`config.mk`:
```
export PLATFORM = sky130hd
export DESIGN_NAME = tone_synth
export DESIGN_NICKNAME = d
export VERILOG_FILES = /design/src/rtl/tone_synth.sv
export SDC_FILE = /design/constraint.sdc
export NUM_CORES = 1
export LEC_CHECK = 0
export BUFFER_PORTS_ARGS = -buffer_cell sky130_fd_sc_hd__buf_2
export CORE_AREA = 2 2 84 86
export CTS_CLUSTER_DIAMETER = 30
export CTS_CLUSTER_SIZE = 24
export DETAILED_ROUTE_END_ITERATION = 8
export DIE_AREA = 0 0 86 88
export GPL_ROUTABILITY_DRIVEN = 0
export PLACE_DENSITY = 0.82
export SLEW_MARGIN = 20
export SYNTH_ARGS = -nofsm -noshare
export SYNTH_HDL_FRONTEND = slang
export SYNTH_SLANG_ARGS = --single-unit
```
`constraint.sdc`:
```
create_clock -name RPUClk -period 8.8 [get_ports RPUClk]
set_input_delay 1.32 -clock RPUClk [delete_from_list [all_inputs] [get_ports RPUClk]]
set_output_delay 1.32 -clock RPUClk [all_outputs]
set_load 0.01 [all_outputs]
```
`src/rtl/tone_synth.sv`:
```
// Square-wave tone generator: lowest set bit of the registered key code picks a
// note C4..C5, Octave rescales its half-period, and a silent gap separates notes.
module tone_synth #(
  parameter int unsigned GAP_CYCLES = 250000
) (
  input  logic       RPUClk,
  input  logic       rst,
  input  logic [7:0] PBKey,
  input  logic       PlayEn,
  input  logic [1:0] Octave,
  output logic       Spk,
  output logic       NoteActive,
  output logic [2:0] NoteIdx
);

  localparam int unsigned GW = $clog2(GAP_CYCLES + 1);
  localparam logic [GW-1:0] GAP_LAST = GW'(GAP_CYCLES - 1);

  localparam logic [1:0] SILENT = 2'd0;
  localparam logic [1:0] TONE   = 2'd1;
  localparam logic [1:0] GAP    = 2'd2;

  logic [7:0]    key_q;
  logic          en_q;
  logic [1:0]    oct_q;
  logic [1:0]    state_q, state_d;
  logic          spk_q, spk_d;
  logic [16:0]   cnt_q, cnt_d;
  logic [GW-1:0] g_q, g_d;
  logic [2:0]    lat_idx_q, lat_idx_d;
  logic [1:0]    lat_oct_q, lat_oct_d;
  logic [16:0]   half_lat_q, half_lat_d;

  logic          valid;
  logic [2:0]    idx;
  logic [16:0]   base;
  logic [16:0]   half_new;
  logic          note_changed;

  always_comb begin
    valid = |key_q;
    casez (key_q)
      8'b???????1: idx = 3'd0;
      8'b??????10: idx = 3'd1;
      8'b?????100: idx = 3'd2;
      8'b????1000: idx = 3'd3;
      8'b???10000: idx = 3'd4;
      8'b??100000: idx = 3'd5;
      8'b?1000000: idx = 3'd6;
      8'b10000000: idx = 3'd7;
      default:     idx = 3'd0;
    endcase

    case (idx)
      3'd0:    base = 17'd47778;
      3'd1:    base = 17'd42566;
      3'd2:    base = 17'd37921;
      3'd3:    base = 17'd35793;
      3'd4:    base = 17'd31888;
      3'd5:    base = 17'd28409;
      3'd6:    base = 17'd25310;
      default: base = 17'd23889;
    endcase

    // Largest base << 1 is 95556, which still fits in 17 bits.
    case (oct_q)
      2'd1:    half_new = base >> 1;
      2'd2:    half_new = base >> 2;
      2'd3:    half_new = base << 1;
      default: half_new = base;
    endcase

    note_changed = (idx != lat_idx_q) || (oct_q != lat_oct_q);
  end

  always_comb begin
    state_d    = state_q;
    spk_d      = spk_q;
    cnt_d      = cnt_q;
    g_d        = g_q;
    lat_idx_d  = lat_idx_q;
    lat_oct_d  = lat_oct_q;
    half_lat_d = half_lat_q;

    case (state_q)
      SILENT: begin
        spk_d = 1'b0;
        cnt_d = '0;
        if (en_q && valid) begin
          lat_idx_d  = idx;
          lat_oct_d  = oct_q;
          half_lat_d = half_new;
          spk_d      = 1'b1;
          state_d    = TONE;
        end
      end
      TONE: begin
        // Exits take priority over the half-period toggle.
        if (!en_q || !valid) begin
          state_d = SILENT;
          spk_d   = 1'b0;
          cnt_d   = '0;
        end else if (note_changed) begin
          state_d = GAP;
          spk_d   = 1'b0;
          cnt_d   = '0;
          g_d     = '0;
        end else if (cnt_q == half_lat_q - 17'd1) begin
          spk_d = ~spk_q;
          cnt_d = '0;
        end else begin
          cnt_d = cnt_q + 17'd1;
        end
      end
      GAP: begin
        spk_d = 1'b0;
        if (!en_q || !valid) begin
          state_d = SILENT;
        end else if (g_q == GAP_LAST) begin
          lat_idx_d  = idx;
          lat_oct_d  = oct_q;
          half_lat_d = half_new;
          spk_d      = 1'b1;
          cnt_d      = '0;
          state_d    = TONE;
        end else begin
          g_d = g_q + 1'b1;
        end
      end
      default: begin
        state_d = SILENT;
        spk_d   = 1'b0;
        cnt_d   = '0;
      end
    endcase
  end

  always_ff @(posedge RPUClk) begin
    if (rst) begin
      key_q      <= '0;
      en_q       <= 1'b0;
      oct_q      <= '0;
      state_q    <= SILENT;
      spk_q      <= 1'b0;
      cnt_q      <= '0;
      g_q        <= '0;
      lat_idx_q  <= '0;
      lat_oct_q  <= '0;
      half_lat_q <= '0;
    end else begin
      key_q      <= PBKey;
      en_q       <= PlayEn;
      oct_q      <= Octave;
      state_q    <= state_d;
      spk_q      <= spk_d;
      cnt_q      <= cnt_d;
      g_q        <= g_d;
      lat_idx_q  <= lat_idx_d;
      lat_oct_q  <= lat_oct_d;
      half_lat_q <= half_lat_d;
    end
  end

  assign Spk        = spk_q;
  assign NoteActive = (state_q == TONE);
  assign NoteIdx    = lat_idx_q;

endmodule
```
==> impl_metrics.tcl, run 1 <==
set metrics [dict create \
    synth_top_area_share 0.338 \
    highest_layer "met4" \
    min_from "lat_oct_q[1]$_SDFFE_PP0P_" \
    grt.total_usage 0.252 \
    synth_fa_ha_area_frac 0.00893 \
    muxShareOfSynthArea 0.0280 \
    synth_simple_gate_area_share 0.283 \
    syn_area_mm2 0.00420 \
    yosys.area.top_type "dfxtp_1" \
    yosys_warnings 0 \
    p_int_w 0.000493 \
    p_leak_nw 1.57 \
    fin_crit_sh 0.370 \
    reg2reg_to "cnt_q[1]$_SDFFE_PP0P_" \
    hpwlAfterDp_mm 6.54 \
    synthArstFlopShare 0 \
    cts.sinks 71 \
    clk_latency_ps 350 \
    cts_made_buffers 9 \
    worst_r2r_path_depth 10 \
    via_count 3699 \
    hold_class "reg2reg" \
    netSwitchingFraction 0.300 \
    critPathSlowestCell "nor4_2" \
    rows 30 \
    critical_path_class "reg2reg" \
    synth_top_family_by_area "simple AND/OR/NAND/NOR gates" \
    seqPwrFrac 0.495 \
    final_cell_mix "nor2_1, dfxtp_1, nand2_1" \
    clk_pin_slew_ps 70 \
    combPwrFrac 0.175 \
    place_ws_ps 5580 \
    diodes 0 \
    fin_skew_ps 12.1 \
    slew_headroom 0.316 \
    status "finished clean" \
    antenna_found_initial 0 \
    layout.nets 540 \
    syn_nets 541 \
    maxCapViolations 0 \
    routedWlPerCell_um 14.7 \
    wl_mm 8.96 \
    cts_max_path_buffers 2 \
    hold_viol 0 \
    avgViaCountPerCell 6.07 \
    clockRootBuffer "clkbuf_8" \
    synth-compound-area-share 0.189 \
    die_w_um 86 \
    ys_ff_latch 71 \
    cp_max_fo 13 \
    yosysSeqAreaShare 0.338 \
    core_area_mm2 0.00664 \
    h-tree-depth 3 \
    rsz0062_at_grt "no" \
    ir_drop_uv 114 \
    worst_slew_pin_slew_ps 1020 \
    dieArea_mm2 0.00757 \
    fmax_mhz 307 \
    hold_end "lat_oct_q[1]$_SDFFE_PP0P_" \
    pin_count 18 \
    cpPeakStageDelay_ps 540 \
    synthCells 525 \
    cp_data_required_time_ps 9020 \
    synth_top_flop_cell "dfxtp_1" \
    met3WireLength_um 378 \
    wl_met2_mm 4.28 \
    setup_viol 0 \
    first_iter_violations 200 \
    cts_resized 0 \
    worstPathArrival_ps 3470 \
    synthXorXnorAreaFrac 0.113 \
    endpoint_kind "flop" \
    reg2reg_from "half_lat_q[0]$_SDFFE_PP0P_" \
    final_common_cell "nor2_1" \
    grt-ovfl-total 0 \
    ctsHoldBuffers 0 \
    slew_violations 0 \
    p_clk_frac 0.329 \
    hold-path-cell-count 2 \
    drive_above_1_share 0.110 \
    ff2ff_setup_slack_ps 5550 \
    crit_chain "inv_1, ha_1, nor3b_1, nand3_2, a211oi_1, nand4b_1, nor4_2, a211oi_4, nor2_2, nor3_1" \
    ys_types 71 \
    fp.dieH_um 88 \
    drc 0 \
    switchingPower_w 0.000211 \
    fin_crit_ps 3250 \
    synth-edff-count 0 \
    wirelength_met1_mm 4.06 \
    setup-tns-final_ps 0 \
    utilization 0.667 \
    drtAntennaViolNets 0 \
    cts_tree "built" \
    fin_ws_ps 5550 \
    grt_pass1_wl_mm 15.3 \
    grt_pass1_vias 3447 \
    syn_avg_cell_area_um2 8.01 \
    grt_max_degree 40 \
    startpoint_type "flop" \
    post_cts_buffers 0 \
    start_util 0.633 \
    pwr_density_cell_mw_per_mm2 159 \
    port_buffers 17 \
    ys_top_cells_by_area "dfxtp_1, xnor2_1, nor2_1" \
    areaGrowthSynthToFinish_pct 5.48 \
    drtPass1Iterations 6 \
]
-- synthesized netlist by cell type, types with 4 or more instances --
master    number
nor2_1        72
dfxtp_1       71
nand2_1       56
a21oi_1       42
xnor2_1       37
clkbuf_1      20
o21ai_0       20
xor2_1        17
nor3_1        16
nor2b_1       14
a211oi_1      13
nand3_1       12
and3_1        11
inv_1          6
nand4_1        6
or2_2          6
buf_2          5
mux2i_1        5
nand3b_1       5
o211ai_1       5
o31ai_1        4
-- cell families (layout without fill, tap and decap cells) --
kind of cell,Yosys count,count (layout)
AND/OR/NAND/NOR,233,233
AO/OA/AOI/OAI,119,119
flip-flops,71,71
XOR/XNOR,54,54
buffers and inverters,37,41
multiplexers,8,8
adder cells (fa/ha/maj),3,3
-- layout make-up --
type | count | area [µm²]
Clock buffer | 10 | 138
Clock inverter | 6 | 36.3
Multi-Input combinational cell | 417 | 2620
Inverter | 7 | 26.3
Timing Repair Buffer | 18 | 92.6
Tap cell | 80 | 100
Fill cell | 533 | 2210
Sequential cell | 71 | 1420
-- how the worst max path moves through the flow --
stage,end,cells after the start,slack (ps),startpoint
floorplan,cnt_q[10]$_SDFFE_PP0P_,11,5870,key_q[0]$_SDFF_PP0_
global placement,half_lat_q[14]$_SDFFE_PP0P_,7,5710,g_q[0]$_SDFFE_PP0P_
detailed placement,cnt_q[1]$_SDFFE_PP0P_,10,5580,half_lat_q[0]$_SDFFE_PP0P_
CTS,cnt_q[1]$_SDFFE_PP0P_,10,5550,half_lat_q[0]$_SDFFE_PP0P_
global route,cnt_q[1]$_SDFFE_PP0P_,10,5280,half_lat_q[0]$_SDFFE_PP0P_
finish,cnt_q[1]$_SDFFE_PP0P_,10,5550,half_lat_q[0]$_SDFFE_PP0P_
-- flip-flops by register name, summed over array words and instances, names as in the netlist --
name,flops
g_q,18
cnt_q,17
half_lat_q,17
key_q,8
NoteIdx,3
lat_oct_q,2
oct_q,2
state_q,2
Spk,1
en_q,1
-- power by group through the flow --
| stage | clock network, W | registers (W) | logic (W) |
|---|---|---|---|
| after global routing | 0.000252 | 0.000350 | 0.000137 |
| after global placement | 0 | 0.000355 | 0.000118 |
| after floorplan | 0 | 0.000347 | 0.000106 |
| final | 0.000232 | 0.000348 | 0.000123 |
| after detailed placement | 0 | 0.000355 | 0.000122 |
| after CTS | 0.000235 | 0.000348 | 0.000123 |
-- through the flow --
step | std cells | instance area [µm²] | hold slack [ps] | total power (W)
floorplan | 525 | 4200 | 444 | 0.000453
global placement | 593 | 4260 | 456 | 0.000473
finish | 609 | 4430 | 483 | 0.000703
global route | 609 | 4430 | 497 | 0.000739
CTS | 609 | 4430 | 486 | 0.000706
detailed placement | 593 | 4260 | 474 | 0.000477
-- layer usage --
metal | vias up | global-route usage
met5 | - | 0
met1 | 1723 | 0.312
met2 | 95 | 0.427
met4 | 0 | 0.104
li1 | 1858 | -
met3 | 23 | 0.0528
-- worst max-delay path: cells and delay by family (launching register included) --
kind	cells	cell delay (ps)
AOI/OAI and AO/OA	2	440
adders and majority gates	1	250
buffers and inverters	1	80
DFF	1	370
and+or+nand+nor	6	1990
No activity file was read; power rests on OpenSTA's default activity.
==> run 2, diff against run 1 <==
--- a/config.mk
+++ b/config.mk
@@ -6,13 +6,13 @@
 export NUM_CORES = 1
 export LEC_CHECK = 0
 export BUFFER_PORTS_ARGS = -buffer_cell sky130_fd_sc_hd__buf_2
-export CORE_AREA = 2 2 84 86
+export CORE_AREA = 2 2 86 88
 export CTS_CLUSTER_DIAMETER = 30
 export CTS_CLUSTER_SIZE = 24
 export DETAILED_ROUTE_END_ITERATION = 8
-export DIE_AREA = 0 0 86 88
+export DIE_AREA = 0 0 88 90
 export GPL_ROUTABILITY_DRIVEN = 0
-export PLACE_DENSITY = 0.82
+export PLACE_DENSITY = 0.78
 export SLEW_MARGIN = 20
 export SYNTH_ARGS = -nofsm -noshare
 export SYNTH_HDL_FRONTEND = slang
==> constraint.sdc (replaced) <==
create_clock -name RPUClk -period 3.2 [get_ports RPUClk]
set_input_delay 0.48 -clock RPUClk [delete_from_list [all_inputs] [get_ports RPUClk]]
set_output_delay 0.48 -clock RPUClk [all_outputs]
set_load 0.01 [all_outputs]
==> impl_metrics.tcl, run 2 (synthesis results as in run 1) <==
set metrics [dict create \
    cts_tree "built" \
    critical_path.top_delay_family "simple AND/OR/NAND/NOR gates" \
    clockRootBuffer "clkbuf_8" \
    h-tree-depth 3 \
    endpoint_kind "flop" \
    utilization 0.651 \
    cts.sinks 71 \
    largest_register_ffs 18 \
    worstPathArrival_ps 3200 \
    seqCellArea_mm2 0.00142 \
    core_area_mm2 0.00702 \
    final_common_cell "nor2_1" \
    hold_viol 0 \
    grt_use_met3 0.0413 \
    worst_r2r_path_depth 8 \
    antenna_found_initial 0 \
    p_leak_nw 1.63 \
    multi_input_area_mm2 0.00263 \
    slew_violations 0 \
    areaGrowthSynthToFinish_pct 8.69 \
    ir_drop_uv 360 \
    clk_pin_slew_ps 80 \
    hold_class "in2reg" \
    fill_cells 606 \
    start_util 0.599 \
    worstSetupPathDepth 8 \
    rsz0062_at_grt "no" \
    fp.dieH_um 90 \
    worst_slew_pin_slew_ps 679 \
    grt_pass1_wl_mm 15.5 \
    pwr_density_cell_mw_per_mm2 440 \
    grt.total_usage 0.245 \
    diodes 0 \
    fin_crit_ps 2930 \
    cpPeakStageDelay_ps 570 \
    worst-path-buf-inv 0 \
    reg_top3 "g_q: 18 flops, cnt_q: 17 flops, half_lat_q: 17 flops" \
    hpwlAfterDp_mm 6.83 \
    total_power_w 0.00201 \
    final_cell_mix "nor2_1, dfxtp_1, nand2_1" \
    setup-tns-final_ps 0 \
    drc 0 \
    post_cts_buffers 0 \
    critPathSlowestCell "or4_4" \
    clk_latency_ps 340 \
    fin_skew_ps 7.80 \
    die_w_um 88 \
    routedWlPerCell_um 14.4 \
    cts_resized 0 \
    avgViaCountPerCell 5.84 \
    fin_crit_sh 0.917 \
    cp_data_required_time_ps 3470 \
    fin_ws_ps 267 \
    crit_chain "or4_4, a21oi_4, xor2_1, or4b_4, or3b_4, a211oi_4, nor2_4, nor3_1" \
    hold-path-cell-count 2 \
    status "finished clean" \
    grt_max_degree 39 \
    via_count 3731 \
    setup_viol 0 \
    place_ws_ps 166 \
    grt-busiest-layer "met2" \
    first_iter_violations 215 \
    wl_mm 9.22 \
    cts_max_path_buffers 2 \
    ctsHoldBuffers 0 \
    drive_above_1_share 0.126 \
    cp_max_fo 13 \
    drtAntennaViolNets 0 \
    port_buffers 17 \
    cts_made_buffers 9 \
    grt-ovfl-total 0 \
    fmax_mhz 341 \
    layout.nets 551 \
    regMostFlops "g_q" \
    dieArea_mm2 0.00792 \
    use_met2 0.393 \
    slew_headroom 0.547 \
    startpoint_type "flop" \
    rows 31 \
    grt_pass1_vias 3420 \
    pin_count 18 \
    maxCapViolations 0 \
    drtPass1Iterations 5 \
    grt_use_met1 0.322 \
    critical_path_class "reg2reg" \
]
## run 2: layout make-up
type / count / area share
tap: 99 / 0.0271
timing repair buffer: 29 / 0.0383
clock buffer: 10 / 0.0279
inverter: 7 / 0.00575
multi-input combinational: 417 / 0.576
clock inverter: 6 / 0.0134
sequential: 71 / 0.311
## run 2: report_power, final
part	internal [W]	leakage (nW)	switching (W)
Combinational	0.000157	0.960	0.000211
Clock	0.000357	0.0960	0.000334
Sequential	0.000910	0.578	0.0000392
## run 2: path summary, 6_finish.rpt
path              slack, ps                   endpoint                      start
setup / recovery        270      cnt_q[1]$_SDFFE_PP0P_        key_q[0]$_SDFF_PP0_
hold / removal          340        key_q[6]$_SDFF_PP0_                   PBKey[6]
setup reg to reg        270      cnt_q[1]$_SDFFE_PP0P_        key_q[0]$_SDFF_PP0_
hold reg to reg         470  lat_oct_q[0]$_SDFFE_PP0P_  lat_oct_q[0]$_SDFFE_PP0P_
## run 2: metrics by stage
step,instances,hold WS [ps],cell area (µm²)
finish,639,343,4570
floorplan,525,444,4200
CTS,639,330,4550
global route,639,330,4570
global placement,623,459,4370
detailed placement,623,464,4370
## run 2: routing by layer
| layer | vias to the layer above | part of all wire |
|---|---|---|
| li1 | 1883 | - |
| met1 | 1745 | 0.46 |
| met2 | 88 | 0.48 |
| met3 | 15 | 0.040 |
| met4 | 0 | 0.019 |
| met5 | - | 0 |
==> run 3, diff against run 2 <==
--- a/config.mk
+++ b/config.mk
@@ -5,14 +5,16 @@
 export SDC_FILE = /design/constraint.sdc
 export NUM_CORES = 1
 export LEC_CHECK = 0
+export ABC_AREA = 1
 export BUFFER_PORTS_ARGS = -buffer_cell sky130_fd_sc_hd__buf_2
-export CORE_AREA = 2 2 86 88
+export CAP_MARGIN = 20
+export CORE_AREA = 2 2 92 94
 export CTS_CLUSTER_DIAMETER = 30
 export CTS_CLUSTER_SIZE = 24
 export DETAILED_ROUTE_END_ITERATION = 8
-export DIE_AREA = 0 0 88 90
+export DIE_AREA = 0 0 94 96
 export GPL_ROUTABILITY_DRIVEN = 0
-export PLACE_DENSITY = 0.78
+export PLACE_DENSITY = 0.8
 export SLEW_MARGIN = 20
 export SYNTH_ARGS = -nofsm -noshare
 export SYNTH_HDL_FRONTEND = slang
==> impl_metrics.tcl, run 3 <==
set metrics [dict create \
    core_area_mm2 0.00805 \
    combPwrFrac 0.241 \
    grt_pass1_wl_mm 19.4 \
    hpwlAfterDp_mm 8.59 \
    pwr_density_cell_mw_per_mm2 411 \
    reg_top3 "g_q: 18 flops, cnt_q: 17 flops, half_lat_q: 17 flops" \
    layout.nets 762 \
    min_from "Octave[0]" \
    synth-edff-count 0 \
    syn_avg_cell_area_um2 6.76 \
    via_count 4765 \
    grt_max_degree 46 \
    diodes 0 \
    syn_nets 751 \
    dieArea_mm2 0.00902 \
    avgViaCountPerCell 5.57 \
    switchingPower_w 0.000719 \
    grt_pass1_vias 4407 \
    hold_viol 0 \
    clk_latency_ps 340 \
    cts_max_path_buffers 2 \
    fin_crit_sh 0.756 \
    worst_slew_pin_slew_ps 970 \
    p_clk_frac 0.319 \
    clk_pin_slew_ps 70 \
    synthArstFlopShare 0 \
    first_iter_violations 261 \
    pin_count 18 \
    wl_mm 11.5 \
    synthCells 735 \
    cts_resized 0 \
    place_inst 840 \
    p_leak_nw 2.11 \
    fp.dieH_um 96 \
    ys_top_cells_by_area "dfxtp_1, nand2_1, nor2_1" \
    areaGrowthSynthToFinish_pct 6.00 \
    drtAntennaViolNets 0 \
    fin_crit_ps 2420 \
    seqPwrFrac 0.440 \
    slew_violations 0 \
    rsz0062_at_grt "no" \
    port_buffers 17 \
    die_w_um 94 \
    cp_data_required_time_ps 3460 \
    syn_area_mm2 0.00497 \
    worstPathArrival_ps 2680 \
    p_int_w 0.00144 \
    maxCapViolations 0 \
    synth_commonest_cells "nand2_1, nor2_1, dfxtp_1" \
    yosys_warnings 0 \
    yosys.area.top_type "dfxtp_1" \
    antenna_found_initial 0 \
    netSwitchingFraction 0.332 \
    cts_made_buffers 9 \
    cp_max_fo 32 \
    post_cts_buffers 0 \
    grt-ovfl-total 0 \
    ir_drop_uv 352 \
    clockRootBuffer "clkbuf_8" \
    fin_skew_ps 7.40 \
    final_cell_mix "nand2_1, nor2_1, dfxtp_1" \
    synth_top_flop_cell "dfxtp_1" \
    ctsHoldBuffers 0 \
    reg2reg_from "g_q[0]$_SDFFE_PP0P_" \
    grt.total_usage 0.264 \
    h-tree-depth 3 \
    fmax_mhz 413 \
    critical_path_class "reg2reg" \
    cts.sinks 71 \
    final_common_cell "nand2_1" \
    drtPass1Iterations 5 \
    cts_tree "built" \
    synth_top_area_share 0.286 \
    synth_most_common_cell "nand2_1" \
    hold_class "in2reg" \
    routedWlPerCell_um 13.5 \
    startpoint_type "flop" \
    drive_above_1_share 0.166 \
    final_cell_count_no_fill 856 \
    yosysSeqAreaShare 0.286 \
    drc 0 \
    start_util 0.617 \
    largest_register_ffs 18 \
    status "finished clean" \
    setup_viol 0 \
    endpoint_kind "flop" \
    cp-startpoint "g_q[0]$_SDFFE_PP0P_" \
    regMostFlops "g_q" \
    slew_headroom 0.353 \
    rows 33 \
    ys_ff_latch 71 \
    setup-tns-final_ps 0 \
    ys_types 49 \
]
-- run 3: cell count changes after synthesis, moves of 10 or more --
cell and delta:
nor2_1 +18, inv_1 +63, nand3_1 +55, nor3_1 -10
nand2_2 +16, a211oi_1 -13, nor2_4 +18, nor2b_1 -14
and3_1 -11, xnor2_1 -28, nand2_1 +118, inv_2 +10
-- run 3: final cells by class --
cell class | instances | area [µm²]
clock buffer | 13 | 139
clock inverter | 3 | 43.8
fill | 725 | 2790
inverter | 83 | 320
multi-input combinational | 562 | 3110
sequential | 71 | 1420
tap | 105 | 131
timing repair buffer | 19 | 100
-- run 3: path summary, 6_finish.rpt --
path,cells past startpoint,end,slack (ps)
worst min-delay path,3,oct_q[0]$_SDFF_PP0_,340
worst max register to register,9,half_lat_q[0]$_SDFFE_PP0P_,780
worst min register to register,2,half_lat_q[15]$_SDFFE_PP0P_,500
worst max-delay path,9,half_lat_q[0]$_SDFFE_PP0P_,780
-- run 3: critical path: stages (launching register included) --
cell     delay, ps
dfxtp_1        430
ha_1           240
nand2_1        130
nor2_4         160
nand3_2        120
nand3_4        110
nand3_2        270
inv_2          500
o21ai_0        180
a31oi_1        190
-- run 3: power groups by stage --
stage	sequential, W	combinational [W]	clock (W)
finish	0.000953	0.000521	0.000690
global route	0.000956	0.000585	0.000745
CTS	0.000952	0.000517	0.000704
detailed placement	0.000972	0.000515	0
global placement	0.000971	0.000497	0
floorplan	0.000963	0.000429	0
-- run 3: through the flow --
stage                     utilization  hold WS, ps  cell area (µm²)  total power (W)  setup slack, ps
after global routing            0.654          341             5260          0.00229              605
after detailed placement        0.631          487             5080          0.00149              885
after CTS                       0.654          334             5260          0.00217              818
after floorplan                     -          457             4970          0.00139             1260
final                           0.654          337             5260          0.00216              781
after global placement          0.631          478             5080          0.00147             1040
-- run 3: metal layers --
| layer | global-route usage | vias to the layer above | share of wire |
|---|---|---|---|
| met5 | 0 | - | 0 |
| met1 | 0.331 | 2188 | 0.45 |
| li1 | - | 2409 | - |
| met2 | 0.473 | 146 | 0.49 |
| met3 | 0.0337 | 22 | 0.041 |
| met4 | 0.0845 | 0 | 0.016 |
-- run 3: cell families after synthesis --
logic type	after synthesis	share of synthesized area
AND/OR/NAND/NOR	424	0.428
buffers and inverters	102	0.0879
AO/OA/AOI/OAI	98	0.120
flip-flops	71	0.286
XOR/XNOR	37	0.0705
adder cells (fa/ha/maj)	3	0.00756
